`src/rtl/psum_pkg.sv`:
```
// Shared constants for the kernel psum collector: lane width, err_psum bit map, FSM encoding.
// Latency: n/a (package only).
// Backpressure: n/a (package only).
package psum_pkg;

  // Lane width for the default BIT_WIDTH of 8; modules derive their own via psum_width().
  localparam int PSUM_WIDTH = 16;

  // err_psum bit positions
  localparam int ERR_VLD_MISMATCH = 0;
  localparam int ERR_OVERFLOW     = 1;
  localparam int ERR_UNDERFLOW    = 2;
  localparam int ERR_DROP_LSB     = 16;
  localparam int DROP_CNT_WIDTH   = 16;

  typedef enum logic {
    IDLE = 1'b0,
    SEND = 1'b1
  } state_e;

  // A psum lane holds a full product of two BIT_WIDTH operands.
  function automatic int psum_width(input int bit_width);
    return 2 * bit_width;
  endfunction

endpackage

```
`src/rtl/psum_sync_fifo.sv`:
```
// Synchronous FIFO, parameterised width/depth, head data visible combinationally.
// Latency: a push becomes visible at the head on the cycle after it is written.
// Backpressure: push refused when full unless a pop happens in the same cycle.
module psum_sync_fifo #(
  parameter int W  = 64,
  parameter int D  = 16,
  parameter int CW = $clog2(D) + 1
) (
  input  logic          clk,
  input  logic          rst,
  input  logic          i_push,
  input  logic          i_pop,
  input  logic [W-1:0]  i_dat,
  output logic [W-1:0]  o_dat,
  output logic [CW-1:0] o_count,
  output logic          o_full,
  output logic          o_empty
);

  localparam int AW = $clog2(D);

  logic [W-1:0]  r_mem [D];
  logic [AW-1:0] r_wr_ptr;
  logic [AW-1:0] r_rd_ptr;
  logic [CW-1:0] r_count;
  logic          w_push;
  logic          w_pop;

  assign o_full  = (r_count == CW'(D));
  assign o_empty = (r_count == '0);
  assign o_count = r_count;
  assign o_dat   = r_mem[r_rd_ptr];

  // A full FIFO still accepts a push when the head leaves in the same cycle.
  assign w_pop  = i_pop && !o_empty;
  assign w_push = i_push && (!o_full || w_pop);

  // Storage array; contents are don't-care while the count says empty.
  always_ff @(posedge clk) begin
    if (w_push) r_mem[r_wr_ptr] <= i_dat;
  end

  // Pointers wrap naturally because D is a power of two.
  always_ff @(posedge clk) begin
    if (!rst) begin
      r_wr_ptr <= '0;
      r_rd_ptr <= '0;
      r_count  <= '0;
    end else begin
      if (w_push) r_wr_ptr <= r_wr_ptr + AW'(1);
      if (w_pop)  r_rd_ptr <= r_rd_ptr + AW'(1);
      case ({w_push, w_pop})
        2'b10:   r_count <= r_count + CW'(1);
        2'b01:   r_count <= r_count - CW'(1);
        default: r_count <= r_count;
      endcase
    end
  end

endmodule

```
`src/rtl/kernel_psum_collector.sv`:
```
// Collects NUM_KERNEL psum lanes per entry into a FIFO and serialises them kernel 0 first.
// Latency: push at cycle t into an empty idle block -> first beat valid at t+2; 1 beat/cycle steady state.
// Backpressure: outputs hold while i_data_rdy=0; full FIFO drops pushes (counted). Macro PSUM_RELU_EN clamps negative lanes to 0.
module kernel_psum_collector
  import psum_pkg::*;
#(
  parameter int BIT_WIDTH  = 8,
  parameter int NUM_KERNEL = 4,
  parameter int FIFO_DEPTH = 16,
  parameter int REG_WIDTH  = 32
) (
  input  logic                              clk,
  input  logic                              rst,
  input  logic [2*BIT_WIDTH*NUM_KERNEL-1:0] i_psum,
  input  logic [NUM_KERNEL-1:0]             i_psum_vld,
  output logic [2*BIT_WIDTH-1:0]            o_data,
  output logic                              o_data_vld,
  input  logic                              i_data_rdy,
  output logic [$clog2(NUM_KERNEL)-1:0]     o_kernel_idx,
  output logic                              o_last,
  output logic                              o_full,
  output logic [REG_WIDTH-1:0]              err_psum
);

  localparam int PW = psum_width(BIT_WIDTH);
  localparam int EW = PW * NUM_KERNEL;
  localparam int KW = $clog2(NUM_KERNEL);
  localparam int CW = $clog2(FIFO_DEPTH) + 1;

  logic [EW-1:0]        w_fifo_dat;
  logic [EW-1:0]        w_head;
  logic [CW-1:0]        w_count;
  logic                 w_full;
  logic                 w_empty;
  logic                 w_push_req;
  logic                 w_mismatch;
  logic                 w_drop;
  logic                 w_pop;
  logic                 w_hs;
  logic                 w_last_beat;
  logic                 w_adv;
  logic                 w_finish;
  state_e               r_state;
  state_e               w_state_nxt;
  logic [EW-1:0]        r_shift;
  logic [KW-1:0]        r_beat;
  logic                 r_data_vld;
  logic [REG_WIDTH-1:0] r_err;

  // Only a complete set of lanes is an entry; a partial set is a PE-side fault.
  assign w_push_req = &i_psum_vld;
  assign w_mismatch = (i_psum_vld != '0) && !w_push_req;
  assign w_drop     = w_push_req && w_full && !w_pop;

  psum_sync_fifo #(
    .W  (EW),
    .D  (FIFO_DEPTH),
    .CW (CW)
  ) u_fifo (
    .clk     (clk),
    .rst     (rst),
    .i_push  (w_push_req),
    .i_pop   (w_pop),
    .i_dat   (i_psum),
    .o_dat   (w_fifo_dat),
    .o_count (w_count),
    .o_full  (w_full),
    .o_empty (w_empty)
  );

  // Optional clamp of negative lanes as they leave the FIFO, so it costs no cycle.
  always_comb begin
    w_head = w_fifo_dat;
`ifdef PSUM_RELU_EN
    for (int k = 0; k < NUM_KERNEL; k++) begin
      if (w_fifo_dat[PW*(k+1)-1]) w_head[PW*k +: PW] = '0;
    end
`endif
  end

  assign w_hs        = r_data_vld && i_data_rdy;
  assign w_last_beat = (r_beat == KW'(NUM_KERNEL - 1));

  // FSM state register.
  always_ff @(posedge clk) begin
    if (!rst) r_state <= IDLE;
    else      r_state <= w_state_nxt;
  end

  // Next state and datapath strobes; the last beat reloads directly so entries leave back to back.
  always_comb begin
    w_state_nxt = r_state;
    w_pop       = 1'b0;
    w_adv       = 1'b0;
    w_finish    = 1'b0;
    case (r_state)
      IDLE: begin
        if (!w_empty) begin
          w_pop       = 1'b1;
          w_state_nxt = SEND;
        end
      end
      SEND: begin
        if (w_hs) begin
          if (!w_last_beat) begin
            w_adv = 1'b1;
          end else if (!w_empty) begin
            w_pop = 1'b1;
          end else begin
            w_finish    = 1'b1;
            w_state_nxt = IDLE;
          end
        end
      end
      default: w_state_nxt = IDLE;
    endcase
  end

  // Output shift register: lane 0 sits in the low bits and the entry shifts down one lane per beat.
  always_ff @(posedge clk) begin
    if (!rst) begin
      r_shift    <= '0;
      r_beat     <= '0;
      r_data_vld <= 1'b0;
    end else if (w_pop) begin
      r_shift    <= w_head;
      r_beat     <= '0;
      r_data_vld <= 1'b1;
    end else if (w_adv) begin
      r_shift    <= r_shift >> PW;
      r_beat     <= r_beat + KW'(1);
    end else if (w_finish) begin
      r_data_vld <= 1'b0;
    end
  end

  // Sticky error flags and saturating drop counter.
  always_ff @(posedge clk) begin
    if (!rst) begin
      r_err <= '0;
    end else begin
      if (w_mismatch) r_err[ERR_VLD_MISMATCH] <= 1'b1;
      if (w_pop && (w_count == '0)) r_err[ERR_UNDERFLOW] <= 1'b1;
      if (w_drop) begin
        r_err[ERR_OVERFLOW] <= 1'b1;
        if (r_err[ERR_DROP_LSB +: DROP_CNT_WIDTH] != {DROP_CNT_WIDTH{1'b1}})
          r_err[ERR_DROP_LSB +: DROP_CNT_WIDTH] <= r_err[ERR_DROP_LSB +: DROP_CNT_WIDTH] + DROP_CNT_WIDTH'(1);
      end
    end
  end

  assign o_data       = r_shift[PW-1:0];
  assign o_data_vld   = r_data_vld;
  assign o_kernel_idx = r_beat;
  assign o_last       = r_data_vld && w_last_beat;
  assign o_full       = w_full;
  assign err_psum     = r_err;

endmodule

```
`config.mk`:
```
export PLATFORM = sky130hd
export DESIGN_NAME = kernel_psum_collector
export DESIGN_NICKNAME = d
export VERILOG_FILES = /design/src/rtl/psum_pkg.sv /design/src/rtl/psum_sync_fifo.sv /design/src/rtl/kernel_psum_collector.sv
export SDC_FILE = /design/constraint.sdc
export NUM_CORES = 1
export LEC_CHECK = 0
export BUFFER_PORTS_ARGS = -buffer_cell sky130_fd_sc_hd__buf_2
export CAP_MARGIN = 20
export CORE_ASPECT_RATIO = 1.4
export CORE_MARGIN = 3
export CORE_UTILIZATION = 45
export DETAILED_ROUTE_END_ITERATION = 12
export SYNTH_ARGS = -nofsm -noshare
export SYNTH_HDL_FRONTEND = slang
export SYNTH_SLANG_ARGS = --single-unit
```
`constraint.sdc`:
```
create_clock -name clk -period 11.6 [get_ports clk]
set_input_delay 1.74 -clock clk [delete_from_list [all_inputs] [get_ports clk]]
set_output_delay 1.74 -clock clk [all_outputs]
set_load 0.05 [all_outputs]
```
==> results of run 1 <==
## final cells by class
class	instances	area, µm²
timing repair buffer	158	955.9
multi-input combinational	811	9438
sequential	1128	32840
clock buffer	141	2874
fill	7397	46040
antenna	4	10.01
tap	1215	1520
clock inverter	52	480.5
inverter	8	31.28
## metal layers
metal  vias to the layer above  wire length [µm]  part of all wire, %
met4                         6              2121                  2.1
li1                       8939                 -                    -
met3                       140              5738                  5.7
met5                         -                47                0.047
met2                       718             51520                   51
met1                     11370             40790                   41
## power by group through the flow
stage / registers, mW / logic (mW) / clock network, mW
6_report: 4.78 / 1.59 / 3.37
5_1_grt: 4.79 / 1.70 / 3.60
4_1_cts: 4.78 / 1.61 / 3.44
3_5_place_dp: 4.87 / 1.60 / 0
3_3_place_gp: 4.87 / 1.58 / 0
2_1_floorplan: 4.69 / 1.27 / 0
## cells by family after synthesis
kind of cell,after synthesis
multiplexers,357
flip-flops,1128
AO/OA/AOI/OAI,270
other,1
adder cells (fa/ha/maj),8
buffers and inverters,162
AND/OR/NAND/NOR,143
XOR/XNOR,20
## registers in the layout (all words and copies together) (netlist names), named ones only
register         cells
u_fifo.r_mem      1024
r_shift             64
err_psum            19
u_fifo.o_count       5
u_fifo.r_rd_ptr      4
u_fifo.r_wr_ptr      4
o_kernel_idx         2
o_data_vld           1
r_state              1
## worst min-delay path by stage
stage	cells past startpoint	start	slack (ps)	to
6_report	2	err_psum[1]	450	err_psum[1]
5_1_grt	1	err_psum[2]	470	err_psum[2]
4_1_cts	2	err_psum[1]	450	err_psum[1]
3_5_place_dp	1	err_psum[2]	440	err_psum[2]
3_3_place_gp	2	err_psum[1]	430	err_psum[1]
2_1_floorplan	1	r_shift[62]	440	r_shift[62]
## through the flow
step | instance area (µm²) | hold WS (ps) | worst slack (ps)
after CTS | 48090 | 451.7 | 6929
final | 48150 | 448.7 | 6906
after floorplan | 42910 | 441.1 | 4038
after global placement | 44740 | 433.0 | 6242
after global routing | 48140 | 471.3 | 6634
after detailed placement | 44740 | 440.7 | 6188
## layout by cell type, fill, tap and decap left out, drive strengths merged, types with 6 or more instances in the layout
cell type and n:
edfxtp 1024, mux4 208, buf 158, clkbuf 141
dfxtp 104, mux2i 101, a22oi 80, a21oi 60
o211ai 48, mux2 48, a222oi 48, nor2 46
clkinv 40, nand2 37, a22o 16, xnor2 15
conb 13, nand3 10, nor3 9, ha 8
bufinv 8, inv 8, nand4 7, or4 7
and2 6
## worst min-delay path: cells and delay by family, from the launching register on
kind | cells | cell delay (ps)
AOI/OAI and AO/OA | 1 | 50
buffers and inverters | 1 | 50
DFF | 1 | 310
==> metrics.yaml, run 1 <==
yosys:
  muxShareOfSynthArea_pct: 14.55
  synth.avg_cell_area_um2: 20.52
  ys_warn_count: 0
  synth_edf_count: 1024
  synthTopCellsByArea: "edfxtp_1, mux4_2, dfxtp_1"
  synthAdderAreaFrac_pct: 0.2335
  yosys.area_share.simple_pct: 1.655
  synth_xor_area_share_pct: 0.4086
  synth_flop_cell: "edfxtp_1"
  synth_common_cells: "edfxtp_1, mux4_2, dfxtp_1"
  synthArstFlopShare_pct: 0
  synth_top_area_share_pct: 71.73
  ys_ff_latch: 1128
  synth_top_area_cell: "edfxtp_1"
  synth-seq-area-share_pct: 76.59
  synth_compound_area_share_pct: 4.740
  syn_area_um2: 42870
  synth_top_family_by_area: "multiplexers"
  synthCells: 2089
  synth_most_common_cell: "edfxtp_1"
  netlist-cell-type-count: 53
worst_setup_path:
  crit_path_max_fanout: 40
  cpLargestDelayFamily: "simple AND/OR/NAND/NOR gates"
  critPathCaptureType: "flip-flop"
  cp.buffers_inverters: 2
  reg2regPathDepth: 6
  max_stage_delay_ps: 920
  critPathLaunch: "i_psum_vld[3]"
  cp.depth: 6
  slowest_stage: "nor2_4"
  path_cells: "buf_2 -> nand4_1 -> a41oi_1 -> nand2_1 -> nor2_4 -> buf_4"
  crit_end: "u_fifo.r_mem[14][15]"
  r2r_slack_ps: 7470
  arrival_ps: 4990
  timing_worst_setup_path_type: "primary input to flip-flop"
  r2r_start: "o_kernel_idx[0]"
  worst_setup_path_start_kind: "primary input"
  reg2reg_to: "u_fifo.r_mem[14][15]"
  worstPathRequired_ps: 11890
run:
  cap_violations: 0
placed_design:
  dp_hpwl_um: 53710
  gp_routability_congestion: 0.7438
  port_buffers: 110
  dp_cells: 3318
timing:
  worst_slew_pin_slew_ps: 1091
  fin_crit_ps: 4695
  max_freq_ghz: 0.2130
  tns_ps: 0
  slew_violations: 0
  max_slew_margin_pct: 27.10
  rsz0062_at_grt: "no"
  clock_skew_ps: 30.28
  hold_viol_final: 0
  finalCritPeriodShare_pct: 40.47
  finalSetupViolCount: 0
drt:
  avgViaCountPerCell: 6.019
  drt_iter0_drc: 2076
  post_drt_wl_per_cell_um: 28.49
  drt_pass1_iterations: 6
  drc_errors: 0
  dr_total_vias: 21170
  drtAntennaViolNets: 0
  wl_um: 100200
die:
  core_area_um2: 94190
  dieArea_um2: 99060
  rows: 133
  pin_count: 124
  start_util_pct: 45.51
  dieWidth_um: 266.9
  fp.dieH_um: 371.2
clocking:
  ctsHoldBuffers: 0
  cts.sinks: 1128
  cts_tree: "yes"
  clock_path_buffers: 3
  h-tree-depth: 3
  clkSlewWorstSetupHoldPaths_ps: 70
  cts_resized: 0
  clk_latency_ps: 690
  cts_setup_buffers: 0
  cts-root-buf: "clkbuf_16"
  cts_inserted_buffers: 102
worst_hold_path:
  hold_path.class: "flip-flop to flip-flop"
final_layout:
  nets: 2288
  layout-drive-gt1-share_pct: 26.11
  instances_no_fill: 3517
  syn_to_final_growth_pct: 12.33
  final_util_pct: 51.12
power:
  p_sw_mw: 2.558
  power_frac_seq_pct: 49.1
  power_density_nw_per_um2: 202.1
  p_sw_share_pct: 26.29
  p_leak_nw: 14.74
  power_mw: 9.730
  ir_drop_mv: 0.1768
  pwr-share-clk_pct: 34.6
  combPwrFrac_pct: 16.3
  p_int_mw: 7.172
grt:
  grt_max_degree: 109
  grt-busiest-layer: "met2"
  grt_pass1_vias: 21710
  grt_antenna_before_repair: 13
  track_usage_pct: 20.44
  grt_pass1_wl_um: 147800
  grt_overflow: 0
  gr-usage-met3_pct: 3.283
  grt_util_met1_pct: 27.41
  grt.met2_usage_pct: 34.99
run_status:
  status: "completed"
(Power assumes the default switching activity.)
==> run 2, diff against run 1 <==
clock period = 4.2 ns   (was 11.6 ns; I/O delays follow)
==> metrics.yaml, run 2 (synthesis gave the netlist of run 1 again) <==
drt:
  avgViaCountPerCell: 5.967
  post_drt_wl_per_cell_um: 28.35
  drt_pass1_iterations: 7
  dr_total_vias: 21020
  wl_um: 99880
  drt_iter0_drc: 2068
  drc_errors: 0
  drtAntennaViolNets: 0
power:
  pwr-share-clk_pct: 34.4
  p_sw_share_pct: 26.61
  p_leak_nw: 14.80
  combPwrFrac_pct: 16.8
  ir_drop_mv: 0.3263
  p_sw_mw: 7.194
  power_mw: 27.03
  power_density_nw_per_um2: 557.4
  p_int_mw: 19.84
  power_frac_seq_pct: 48.7
final_layout:
  final_common_cell: "edfxtp_1"
  nets: 2301
  multi_input_area_um2: 9463
  fillCellCount: 7392
  syn_to_final_growth_pct: 13.12
  regMostFlops: "u_fifo.r_mem"
  final_area_um2: 48490
  regArea_um2: 32840
  layout-drive-gt1-share_pct: 26.41
  mostFrequentLayoutCells: "edfxtp_1, mux4_2, buf_2"
  largest_reg_flops: 1024
worst_setup_path:
  worst_setup_path_start_kind: "flip-flop"
  critPathCaptureType: "flip-flop"
  timing_worst_setup_path_type: "flip-flop to flip-flop"
  arrival_ps: 3780
  worstPathRequired_ps: 4580
  reg2reg_to: "u_fifo.r_mem[11][6]"
  r2r_slack_ps: 800
  r2r_start: "o_kernel_idx[0]"
  reg2regPathDepth: 6
  crit_path_max_fanout: 23
clocking:
  clk_latency_ps: 700
  h-tree-depth: 3
  cts.sinks: 1128
  clkSlewWorstSetupHoldPaths_ps: 60
  cts_inserted_buffers: 103
  cts-root-buf: "clkbuf_16"
  clock_path_buffers: 3
  ctsHoldBuffers: 0
  cts_resized: 0
  cts_setup_buffers: 0
  cts_tree: "yes"
timing:
  hold_viol_final: 0
  max_freq_ghz: 0.2937
  max_slew_margin_pct: 30.57
  slew_violations: 0
  finalSetupViolCount: 0
  clock_skew_ps: 18.77
  worst_slew_pin_slew_ps: 1028
  tns_ps: 0
  rsz0062_at_grt: "no"
  fin_crit_ps: 3404
  finalCritPeriodShare_pct: 81.06
die:
  dieWidth_um: 266.9
  pin_count: 124
  fp.dieH_um: 371.2
  start_util_pct: 45.51
  core_area_um2: 94190
  rows: 133
  dieArea_um2: 99060
placed_design:
  port_buffers: 110
  dp_hpwl_um: 55970
  gp_routability_congestion: 0.7580
  placed_area_um2: 45160
run:
  cap_violations: 0
run_status:
  status: "completed"
grt:
  grt_antenna_before_repair: 5
  grt_max_degree: 79
  track_usage_pct: 20.46
  grt_pass1_vias: 22180
  grt_overflow: 0
  grt_pass1_wl_um: 148400
worst_hold_path:
  whs_path_depth: 2
  holdPathEnd: "o_data_vld"
  hold_path.class: "primary input to flip-flop"
  min_from: "rst"
-- run 2: cell count changes in the layout (fill, tap and decap cells not counted), sizes merged --
cell,delta
diode,-2
inv,+6
clkbuf,-10
buf,+12
clkinvlp,+2
bufinv,+3
clkinv,-5
-- run 2: power groups by stage --
| stage | clock [mW] | combinational [mW] | sequential (mW) |
|---|---|---|---|
| after CTS | 9.51 | 4.60 | 13.2 |
| after global placement | 0 | 4.51 | 13.4 |
| after detailed placement | 0 | 4.58 | 13.4 |
| final | 9.31 | 4.55 | 13.2 |
| after global routing | 9.96 | 4.86 | 13.2 |
| after floorplan | 0 | 3.51 | 13.0 |
-- run 2: stage by stage --
step	utilization (%)	hold WS, ps	setup WS (ps)	cells
CTS	51.48	227.7	835.7	3521
floorplan	-	441.1	-865.8	2101
finish	51.49	278.5	795.6	3523
global route	51.48	261.8	604.6	3521
global placement	47.95	436.5	715.1	3332
detailed placement	47.95	448.1	706.1	3332
-- run 2: worst max-delay path by stage --
stage | startpoint | end | slack, ps | cells past startpoint
2_1_floorplan | o_kernel_idx[0] | u_fifo.r_mem[15][0] | -870 | 5
3_3_place_gp | i_psum_vld[2] | u_fifo.r_mem[11][6] | 720 | 6
3_5_place_dp | i_psum_vld[2] | u_fifo.r_mem[11][7] | 710 | 6
4_1_cts | o_kernel_idx[0] | u_fifo.r_mem[11][7] | 840 | 6
5_1_grt | o_kernel_idx[0] | u_fifo.r_mem[11][6] | 600 | 6
6_report | o_kernel_idx[0] | u_fifo.r_mem[11][6] | 800 | 6
-- run 2: final cells by class --
class,count,share of cell area [%]
flip-flops and latches,1128,67.73
multi-input cells,811,19.51
clock buffers,131,5.573
well taps,1215,3.135
repair buffers,170,2.683
clock inverters,58,1.293
inverters,8,0.06450
diodes,2,0.01032
-- run 2: critical path, stage by stage, from the launching register on --
cell and delay, ps:
dfxtp_1 370, ha_1 250, nand3_1 170, a41oi_1 860, nand2_1 490, nor2_4 640
buf_12 280
-- run 2: per-layer routing --
layer / global-route usage, % / vias up / wire length (µm)
li1: - / 8982 / -
met1: 26.79 / 11230 / 40260
met2: 35.76 / 680 / 51910
met3: 3.508 / 121 / 5812
met4: 4.980 / 6 / 1859
met5: 0 / - / 36
